`src/rtl/fifo_pkg.sv`:
```
// fifo_pkg: shared defaults, depth helper and read-mode constants for sync_fifo_flex
package fifo_pkg;
    localparam int DATA_W_DEF = 65;
    localparam int ADDR_W_DEF = 3;
    localparam int LEVEL_W_DEF = ADDR_W_DEF + 1;
    localparam int FIFO_MODE_REG = 0;
    localparam int FIFO_MODE_FWFT = 1;
    function automatic int fifo_depth(input int addr_w);
        return 1 << addr_w;
    endfunction
endpackage

```
`src/rtl/fifo_ram.sv`:
```
// fifo_ram: simple dual-port array, synchronous write, asynchronous read
module fifo_ram
    import fifo_pkg::*;
#(
    parameter int DATA_W = DATA_W_DEF,
    parameter int ADDR_W = ADDR_W_DEF
) (
    input  logic              clk,
    input  logic              we,
    input  logic [ADDR_W-1:0] waddr,
    input  logic [DATA_W-1:0] wdata,
    input  logic [ADDR_W-1:0] raddr,
    output logic [DATA_W-1:0] rdata
);
    logic [DATA_W-1:0] mem [fifo_depth(ADDR_W)];
    // storage is never reset; only written words are ever read back
    always_ff @(posedge clk) begin
        if (we) mem[waddr] <= wdata;
    end
    assign rdata = mem[raddr];
endmodule

```
`src/rtl/sync_fifo_flex.sv`:
```
// sync_fifo_flex: single-clock FIFO with level, thresholds and registered/FWFT read.
// Optional sticky overflow/underflow flags under SYNC_FIFO_ERR_FLAGS_EN.
module sync_fifo_flex
    import fifo_pkg::*;
#(
    parameter int DATA_W    = DATA_W_DEF,
    parameter int ADDR_W    = ADDR_W_DEF,
    parameter int FWFT      = FIFO_MODE_REG,
    parameter int AFULL_TH  = fifo_depth(ADDR_W) - 1,
    parameter int AEMPTY_TH = 1
) (
    input  logic              clk,
    input  logic              rst,
    input  logic              wr_fire,
    input  logic [DATA_W-1:0] wr_data,
    output logic              full,
    output logic              almost_full,
    input  logic              rd_fire,
    output logic [DATA_W-1:0] rd_data,
    output logic              empty,
    output logic              almost_empty,
`ifdef SYNC_FIFO_ERR_FLAGS_EN
    input  logic              err_clr,
    output logic              overflow,
    output logic              underflow,
`endif
    output logic [ADDR_W:0]   level
);
    localparam logic [ADDR_W:0] LVL_DEPTH = (ADDR_W + 1)'(fifo_depth(ADDR_W));
    localparam logic [ADDR_W:0] LVL_AFULL = (ADDR_W + 1)'(AFULL_TH);
    localparam logic [ADDR_W:0] LVL_AEMPTY = (ADDR_W + 1)'(AEMPTY_TH);

    logic [ADDR_W:0]   wptr, rptr;
    logic              wr_ok, rd_ok;
    logic [DATA_W-1:0] ram_q;

    // flags come only from registered pointers, so they never see the fire inputs
    assign level        = wptr - rptr;
    assign empty        = wptr == rptr;
    assign full         = level == LVL_DEPTH;
    assign almost_full  = level >= LVL_AFULL;
    assign almost_empty = level <= LVL_AEMPTY;
    assign wr_ok        = wr_fire && !full;
    assign rd_ok        = rd_fire && !empty;

    // pointers advance on accepted operations; reset empties the FIFO
    always_ff @(posedge clk) begin
        if (rst) begin
            wptr <= '0;
            rptr <= '0;
        end else begin
            if (wr_ok) wptr <= wptr + 1'b1;
            if (rd_ok) rptr <= rptr + 1'b1;
        end
    end

    fifo_ram #(.DATA_W(DATA_W), .ADDR_W(ADDR_W)) u_ram (
        .clk   (clk),
        .we    (wr_ok),
        .waddr (wptr[ADDR_W-1:0]),
        .wdata (wr_data),
        .raddr (rptr[ADDR_W-1:0]),
        .rdata (ram_q)
    );

    generate
        if (FWFT == FIFO_MODE_FWFT) begin : g_fwft
            assign rd_data = empty ? '0 : ram_q;
        end else begin : g_reg
            logic [DATA_W-1:0] rd_q;
            // head word captured on pop, held otherwise
            always_ff @(posedge clk) begin
                if (rst) rd_q <= '0;
                else if (rd_ok) rd_q <= ram_q;
            end
            assign rd_data = rd_q;
        end
    endgenerate

`ifdef SYNC_FIFO_ERR_FLAGS_EN
    // sticky error flags; a new violation outranks a same-cycle clear
    always_ff @(posedge clk) begin
        if (rst) begin
            overflow  <= 1'b0;
            underflow <= 1'b0;
        end else begin
            overflow  <= (wr_fire && full) || (overflow && !err_clr);
            underflow <= (rd_fire && empty) || (underflow && !err_clr);
        end
    end
`endif
endmodule

```
`config.mk`:
```
export PLATFORM = sky130hd
export DESIGN_NAME = sync_fifo_flex
export DESIGN_NICKNAME = d
export VERILOG_FILES = /design/src/rtl/fifo_pkg.sv /design/src/rtl/fifo_ram.sv /design/src/rtl/sync_fifo_flex.sv
export SDC_FILE = /design/constraint.sdc
export NUM_CORES = 1
export LEC_CHECK = 0
export BUFFER_PORTS_ARGS = -buffer_cell sky130_fd_sc_hd__buf_2
export CAP_MARGIN = 15
export CELL_PAD_IN_SITES_DETAIL_PLACEMENT = 0
export CELL_PAD_IN_SITES_GLOBAL_PLACEMENT = 2
export CORE_MARGIN = 2
export CORE_UTILIZATION = 47
export DETAILED_ROUTE_END_ITERATION = 16
export MAX_ROUTING_LAYER = met4
export PLACE_DENSITY_LB_ADDON = 0.1
export SYNTH_ARGS = -nofsm -noshare
export SYNTH_HDL_FRONTEND = slang
export SYNTH_SLANG_ARGS = --single-unit
```
`constraint.sdc`:
```
create_clock -name clk -period 9.9 [get_ports clk]
set_input_delay 1.485 -clock clk [delete_from_list [all_inputs] [get_ports clk]]
set_output_delay 1.485 -clock clk [all_outputs]
set_load 0.02 [all_outputs]
```
# Word level (Yosys, flattened, before mapping)

Memories as Yosys holds them, arrays and structs flattened. A register that Yosys moved wholly into a read port is not among the register bits.
Cells that the tools add are included.

Flip-flop bits (word level): 8
Memory bits (writable): 520
Input port bits: 69
Output and inout bits: 73
Logic and storage cells: 16
Memories kept: 1

Memories:

| memory    | depth | bits a word | read ports | clocked after memory_dff | wr ports | line           | text |
|---|---|---|---|---|---|---|---|
| u_ram.mem | 8     | 65          | 1          | 1                        | 1        | fifo_ram.sv:15 | `logic [DATA_W-1:0] mem [fifo_depth(ADDR_W)];` |

Add/sub/neg operators: 3
Magnitude comparators: 2
Equality and inequality tests: 2
Multiplexer cells: 2
Reduce and logical (&&, ||, !) cells: 4

Operators by type and width:

| cell                                                 | count |
|---|---|
| adder 4 x 1 -> 4 bit (second input constant)         | 2 |
| == test 4 bit                                        | 1 |
| == test 4 bit (second input constant)                | 1 |
| >= comparator 4 x 3 -> 1 bit (second input constant) | 1 |
| <= comparator 4 x 1 -> 1 bit (second input constant) | 1 |
| subtractor 4 bit                                     | 1 |
| logical AND 1 bit                                    | 2 |
| logical NOT 1 bit                                    | 2 |
| 2-to-1 mux 1 bit                                     | 2 |

# Longest topological paths before layout

Gate-level depths: netlist of run 1.

Depth in word-level cells: 6
Mapped depth: 12
Mapped depth without buffers: 7

# Modules after synthesis

Synthesis of run 1 repeated with hierarchy kept, for this count alone.

Cell total of the unflattened synthesis: 1,118
Area, all modules: 22,351.4 um^2

By module, submodules not included:

| module         | instances | cells each | area an instance (um^2) | sequential area each (um^2) |
|---|---|---|---|---|
| fifo_ram       | 1         | 764        | 19,556.3                | 15,615.0 |
| sync_fifo_flex | 1         | 354        | 2,795.2                 | 1,461.4 |

# Least setup slack after synthesis of run 1

OpenSTA, ideal clock, no wires.

Path type: reg-to-reg
Start: reg rptr[1]
End: mem u_ram.mem[3][0] (netlist name) (enable)
Setup time: 0.648 ns
Arrival time: 8.152 ns
Required time: 9.252 ns
Setup slack: 1.099 ns
Stages on the path, launching flop included: 10
Path buffers: 3
Clock period less this slack: 8.801 ns
Path through: dfxtp_1 > buf_2 > buf_2 > buf_2 > inv_1 > ha_1 > nand3b_1 > a21oi_1 > nor3_2 > nor4_1

Longest elaborated chain between the ends: 6

Ends and longest elaborated chain:

| item                                   | line                 | text |
|---|---|---|
| start, declared                        | sync_fifo_flex.sv:33 | `logic [ADDR_W:0] wptr, rptr;` |
| start signal, assigned                 | sync_fifo_flex.sv:53 | `if (rd_ok) rptr <= rptr + 1'b1;` |
| subtractor 4 bit                       | sync_fifo_flex.sv:38 | `assign level = wptr - rptr;` |
| == test 4 bit                          | sync_fifo_flex.sv:40 | `assign full = level == LVL_DEPTH;` |
| net full                               | sync_fifo_flex.sv:16 | `output logic full,` |
| logical NOT 1 bit                      | sync_fifo_flex.sv:43 | `assign wr_ok = wr_fire && !full;` |
| logical AND 1 bit                      | sync_fifo_flex.sv:43 |  |
| 2-to-1 mux 1 bit                       | fifo_ram.sv:18       | `if (we) mem[waddr] <= wdata;` |
| 2-to-1 mux 1 bit (implied by the code) | fifo_ram.sv:18       |  |
| end, declared                          | fifo_ram.sv:15       |  |

The timed path passes the listed nets, and every way through them passes these cells.

# Worst setup path after layout of run 1

Start: reg wptr[0]
End: out full

Longest elaborated chain between the ends: 2

Ends and longest elaborated chain:

| item                   | line                 | text |
|---|---|---|
| start, declared        | sync_fifo_flex.sv:33 |  |
| start signal, assigned | sync_fifo_flex.sv:52 | `if (wr_ok) wptr <= wptr + 1'b1;` |
| subtractor 4 bit       | sync_fifo_flex.sv:38 |  |
| == test 4 bit          | sync_fifo_flex.sv:40 |  |
| end, declared          | sync_fifo_flex.sv:16 |  |

Every way passes these cells.

==> flow_summary_export.csv, run 1 <==
group,metric,value,unit
outcome,status,"completed",
pwr,leakage,0.008337,µW
detailed_routing,drtIter0Drc,648,
synthesis,synth-seq-area-share,77.07,%
cts,post_cts_buffers,0,
grt,antenna_found_initial,4,
detailed_routing,drc,0,
min_path,hp-start,"rd_data[56]$_SDFFE_PP0P_",
floorplanning,fp-row-count,79,
worst_setup_path,crit_start,"wptr[0]$_SDFFE_PP0P_",
worst_setup_path,worstPathMaxFanout,9,
sta,fmax,206.5,MHz
synthesis,yosysUniqueCellTypes,42,
sta,fin_setup_tns,0,ns
worst_setup_path,arrival,3.36,ns
grt,grt_max_degree,74,
synthesis,syn_area_per_cell,19.70,µm²
grt,grt_pass1_wl,68910,µm
worst_setup_path,crit_path_start_kind,"register",
sta,drv_slew,0,
detailed_routing,routed_via_density,5.526,
worst_setup_path,r2r-start,"rptr[2]$_SDFFE_PP0P_",
placed_design,gp_routability_congestion,0.7504,
layout,mostFrequentLayoutCell,"edfxtp_1",
synthesis,async_flop_share,0,%
floorplanning,core,46560,µm²
sta,finalSetupViolCount,0,
cts,clockBufferDepth,3,
placed_design,numPortBuffers,141,
sta,period_share,48.93,%
layout,final_nets,1358,
cts,ctsHoldBuffers,0,
cts,cts_tree,"yes",
synthesis,syn_nets,1200,
layout,mostFrequentLayoutCells,"edfxtp_1, buf_2, nand2_1, mux4_2, nor2_1",
synthesis,synth_ff_type,"edfxtp_1",
floorplanning,die_w,221.1,µm
grt,grt_pass1_vias,11000,
detailed_routing,wirelength,45710,µm
grt,grt_remaining_overflow,0,
sta,finClkSkew,0.02553,ns
floorplanning,die_area,48900,µm²
pwr,powerDensity,273.1,nW/µm²
sta,max-slew-margin-rel,30.12,%
detailed_routing,wl_per_cell,23.51,µm
sta,holdWs,0.4928,ns
synthesis,syn_inst,1125,
layout,drive_above_1_share,29.93,%
synthesis,synth_edf_count,520,
detailed_routing,antenna_left,0,
cts,cts.clk_slew.worst_paths,0.06,ns
job,maxCapViolCount,0,
cts,cts_max_level,2,
floorplanning,ios,142,
pwr,vdd_ir_drop_max,0.2003,mV
floorplanning,start_util,47.59,%
cts,cts_buffers,60,
synthesis,ys_seq_elements,593,
cts,cts_sinks,593,
min_path,hold_class,"reg -> reg",
detailed_routing,vias,10740,
worst_setup_path,end_kind,"output pin",
cts,cts_resized,0,
grt,grt_usage,19.36,%
sta,rsz0062_at_grt,"no",
cts,clk_latency,0.61,ns
cts,clockRootBuffer,"clkbuf_16",
sta,period_needed,4.844,ns
synthesis,netlist_area,22160,µm²
sta,final-hold-violation-count,0,
sta,tightest_slew,1.048,ns
worst_setup_path,worstPathRequired,8.42,ns
floorplanning,die_h,221.1,µm
detailed_routing,dr.pass1.iters,4,
placed_design,hpwl,23420,µm
layout,area_growth,14.72,%
synthesis,yosys_warnings,0,
worst_setup_path,path_class,"reg -> out",
[cells in the mapped netlist (6+ instances only)]
| library cell | n | area [µm²] |
|---|---|---|
| buf_6 | 8 | 90.09 |
| buf_2 | 26 | 130.1 |
| dfxtp_1 | 73 | 1461 |
| a311oi_1 | 65 | 569.3 |
| nor2_1 | 72 | 270.3 |
| edfxtp_1 | 520 | 15610 |
| nor3_1 | 6 | 30.03 |
| mux4_2 | 130 | 2928 |
| clkbuf_1 | 28 | 105.1 |
| inv_1 | 6 | 22.52 |
| nand2_1 | 136 | 510.5 |
[state kept, by name (all words and copies together) (netlist names)]
name and flops:
u_ram.mem 520, rd_data 65, wptr 4, rptr 4
[worst paths after layout]
| check | depth (start not counted) | to | slack (ns) |
|---|---|---|---|
| min reg2reg | 2 | rd_data[56]$_SDFFE_PP0P_ | 0.49 |
| max reg2reg | 7 | u_ram.mem[7][51]$_DFFE_PP_ | 6.03 |
| min | 2 | rd_data[56]$_SDFFE_PP0P_ | 0.49 |
| max | 7 | full | 5.06 |
[critical path, cell delays in order (launching register included)]
cell,delay (ns)
dfxtp_1,0.49
inv_1,0.16
ha_1,0.23
fa_1,0.38
xor2_1,0.29
nand3_2,0.19
nor3_2,0.72
buf_2,0.30
[report_power, final]
part / leakage [µW] / switching (µW) / total (µW) / internal (µW)
clock network: 0.000933 / 921 / 2190 / 1270
registers: 0.00532 / 165 / 3260 / 3100
logic: 0.00208 / 896 / 1490 / 594
total: 0.00834 / 1980 / 6940 / 4960
[area by class of cell]
class | count | area [µm²]
Tap cell | 607 | 759.5
Fill cell | 3666 | 21140
Multi-Input combinational cell | 457 | 4742
Antenna cell | 4 | 10.01
Inverter | 7 | 26.28
Clock buffer | 78 | 1599
Timing Repair Buffer | 164 | 880.8
Clock inverter | 34 | 314.1
Sequential cell | 593 | 17090
[stage by stage]
step                util [%]  power (µW)  cell area [µm²]  worst slack (ns)  cells
global placement       50.47        4832            23500             5.686   1828
detailed placement     50.47        4851            23500             5.634   1828
global route           54.60        7278            25420             4.784   1944
CTS                    54.58        7046            25410             4.974   1940
finish                 54.60        6943            25420             5.056   1944
floorplan                  -        4399            22160             1.099   1125
[kinds of logic after synthesis]
kind of cell	share of synthesized area (%)
flops	77.07
xor+xnor	0.1581
simple gates	4.337
buf+inv	1.773
compound gates	2.982
fa+ha+maj	0.3727
mux	13.31
[routing by layer]
layer	part of all wire [%]	GRT usage, %	vias up
li1	-	-	4874
met1	44	26.04	5583
met2	49	30.85	224
met3	5.1	3.691	62
met4	1.4	4.720	0
met5	0	-	-
Power figures use the tool's default switching activity.
==> run 2: changes to the inputs <==
- CORE_UTILIZATION: 47 -> 42
- clock period: 9.9 -> 4.3 ns (I/O delays scaled with it)
==> flow_summary_export.csv, run 2 (synthesized netlist as in run 1, its figures left out) <==
group,metric,value,unit
detailed_routing,drc,0,
placed_design,dp.cells,1914,
grt,grt_use_met2,29.08,%
sta,rsz0062_at_grt,"no",
detailed_routing,wl_per_cell,23.76,µm
detailed_routing,drtIter0Drc,741,
layout,final_core_util,49.16,%
sta,period_needed,3.893,ns
floorplanning,die_h,233.7,µm
layout,mostFrequentLayoutCell,"edfxtp_1",
worst_setup_path,arrival,3.25,ns
detailed_routing,wirelength,48290,µm
detailed_routing,antenna_left,0,
grt,grt_pass1_vias,11340,
detailed_routing,vias,10840,
cts,ctsHoldBuffers,0,
worst_setup_path,worstPathRequired,3.65,ns
min_path,hold_class,"in -> reg",
worst_setup_path,crit_path_start_kind,"register",
sta,tightest_slew,0.9626,ns
layout,mostFrequentLayoutCells,"edfxtp_1, buf_2, nand2_1, mux4_2, nor2_1",
detailed_routing,routed_via_density,5.334,
floorplanning,start_util,42.33,%
floorplanning,ios,142,
layout,finalNonFillerCells,2032,
worst_setup_path,cp_top_family,"simple AND/OR/NAND/NOR gates",
floorplanning,die_w,233.7,µm
sta,period_share,90.53,%
sta,max-slew-margin-rel,35.82,%
cts,clockBufferDepth,3,
layout,largest_reg_flops,520,
floorplanning,core,52340,µm²
placed_design,hpwl,24480,µm
layout,regMostFlops,"u_ram.mem",
layout,drive_above_1_share,29.95,%
layout,final_cell_area,25730,µm²
grt,grt_use_met1,25.82,%
sta,finalSetupViolCount,0,
worst_setup_path,max_stage_delay,0.66,ns
cts,post_cts_buffers,0,
cts,cts_resized,0,
layout,final_nets,1364,
cts,cts_tree,"yes",
outcome,status,"completed",
placed_design,numPortBuffers,141,
floorplanning,die_area,54610,µm²
sta,finClkSkew,0.01258,ns
worst_setup_path,worstPathMaxFanout,8,
grt,grt_usage,18.66,%
worst_setup_path,cpMaxStageDelayCell,"nor3_4",
worst_setup_path,path_cells,"inv_1 -> ha_1 -> fa_1 -> xor2_1 -> nand3_2 -> nor3_4 -> buf_2",
cts,clk_latency,0.60,ns
grt,grt_max_degree,134,
cts,cts_max_level,2,
worst_setup_path,path_class,"reg -> out",
sta,drv_slew,0,
grt,antenna_found_initial,5,
worst_setup_path,end_kind,"output pin",
cts,cts_sinks,593,
cts,cts.clk_slew.worst_paths,0.07,ns
cts,clockRootBuffer,"clkbuf_16",
pwr,leakage,0.008404,µW
grt,grt_remaining_overflow,0,
placed_design,post_dp_cell_area,23780,µm²
placed_design,gp_routability_congestion,0.7021,
grt,grt_pass1_wl,72310,µm
sta,fmax,256.9,MHz
job,maxCapViolCount,0,
grt,gr-max-usage-layer,"met2",
grt,grtUsageMet3,3.687,%
pwr,powerDensity,631.5,nW/µm²
cts,cts_buffers,61,
worst_setup_path,crit_buf_inv,2,
floorplanning,fp-row-count,84,
layout,area_growth,16.12,%
sta,final-hold-violation-count,0,
detailed_routing,dr.pass1.iters,5,
pwr,vdd_ir_drop_max,0.3420,mV
## run 2: changes by cell type in the layout (fill, tap and decap cells not counted), sizes merged
| cell | delta |
|---|---|
| buf | +5 |
| bufinv | +1 |
| clkinv | +3 |
| clkinvlp | -3 |
| diode | +1 |
## run 2: routing by layer
metal,wire length [µm],vias up
li1,-,4880
met1,22060,5698
met2,23240,211
met3,2364,50
met4,626,0
met5,0,-
## run 2: worst paths after layout
check,from,to,slack (ns),cells after the start
worst min register to register,rd_data[47]$_SDFFE_PP0P_,rd_data[47]$_SDFFE_PP0P_,0.49,2
worst max-delay path,wptr[0]$_SDFFE_PP0P_,full,0.41,7
worst max register to register,wptr[0]$_SDFFE_PP0P_,u_ram.mem[4][18]$_DFFE_PP_,1.05,9
worst min-delay path,wr_data[64],u_ram.mem[1][64]$_DFFE_PP_,0.32,1
## run 2: cell type report
| cell class | count | area [µm²] |
|---|---|---|
| antenna | 5 | 12.51 |
| clock buffer | 78 | 1620 |
| clock inverter | 35 | 311.5 |
| fill | 4355 | 26610 |
| inverter | 7 | 26.28 |
| multi-input combinational | 457 | 4815 |
| sequential | 593 | 17090 |
| tap | 688 | 860.8 |
| timing repair buffer | 169 | 993.5 |
## run 2: metrics by stage
stage / power [µW] / setup TNS [ns] / setup WS (ns) / hold slack [ns]
floorplan: 10140 / -104.25 / -0.4010 / 0.4712
finish: 16250 / 0 / 0.4070 / 0.3163
CTS: 16510 / 0 / 0.3612 / 0.2698
global placement: 11320 / 0 / 1.075 / 0.4831
detailed placement: 11350 / 0 / 1.023 / 0.4918
global route: 17070 / 0 / 0.2150 / 0.2933
## run 2: report_power, final
part	total, µW	internal [µW]	switching, µW
Clock	5120	3000	2120
Sequential	7450	7130	319
Combinational	3680	1440	2240
Total	16200	11600	4680
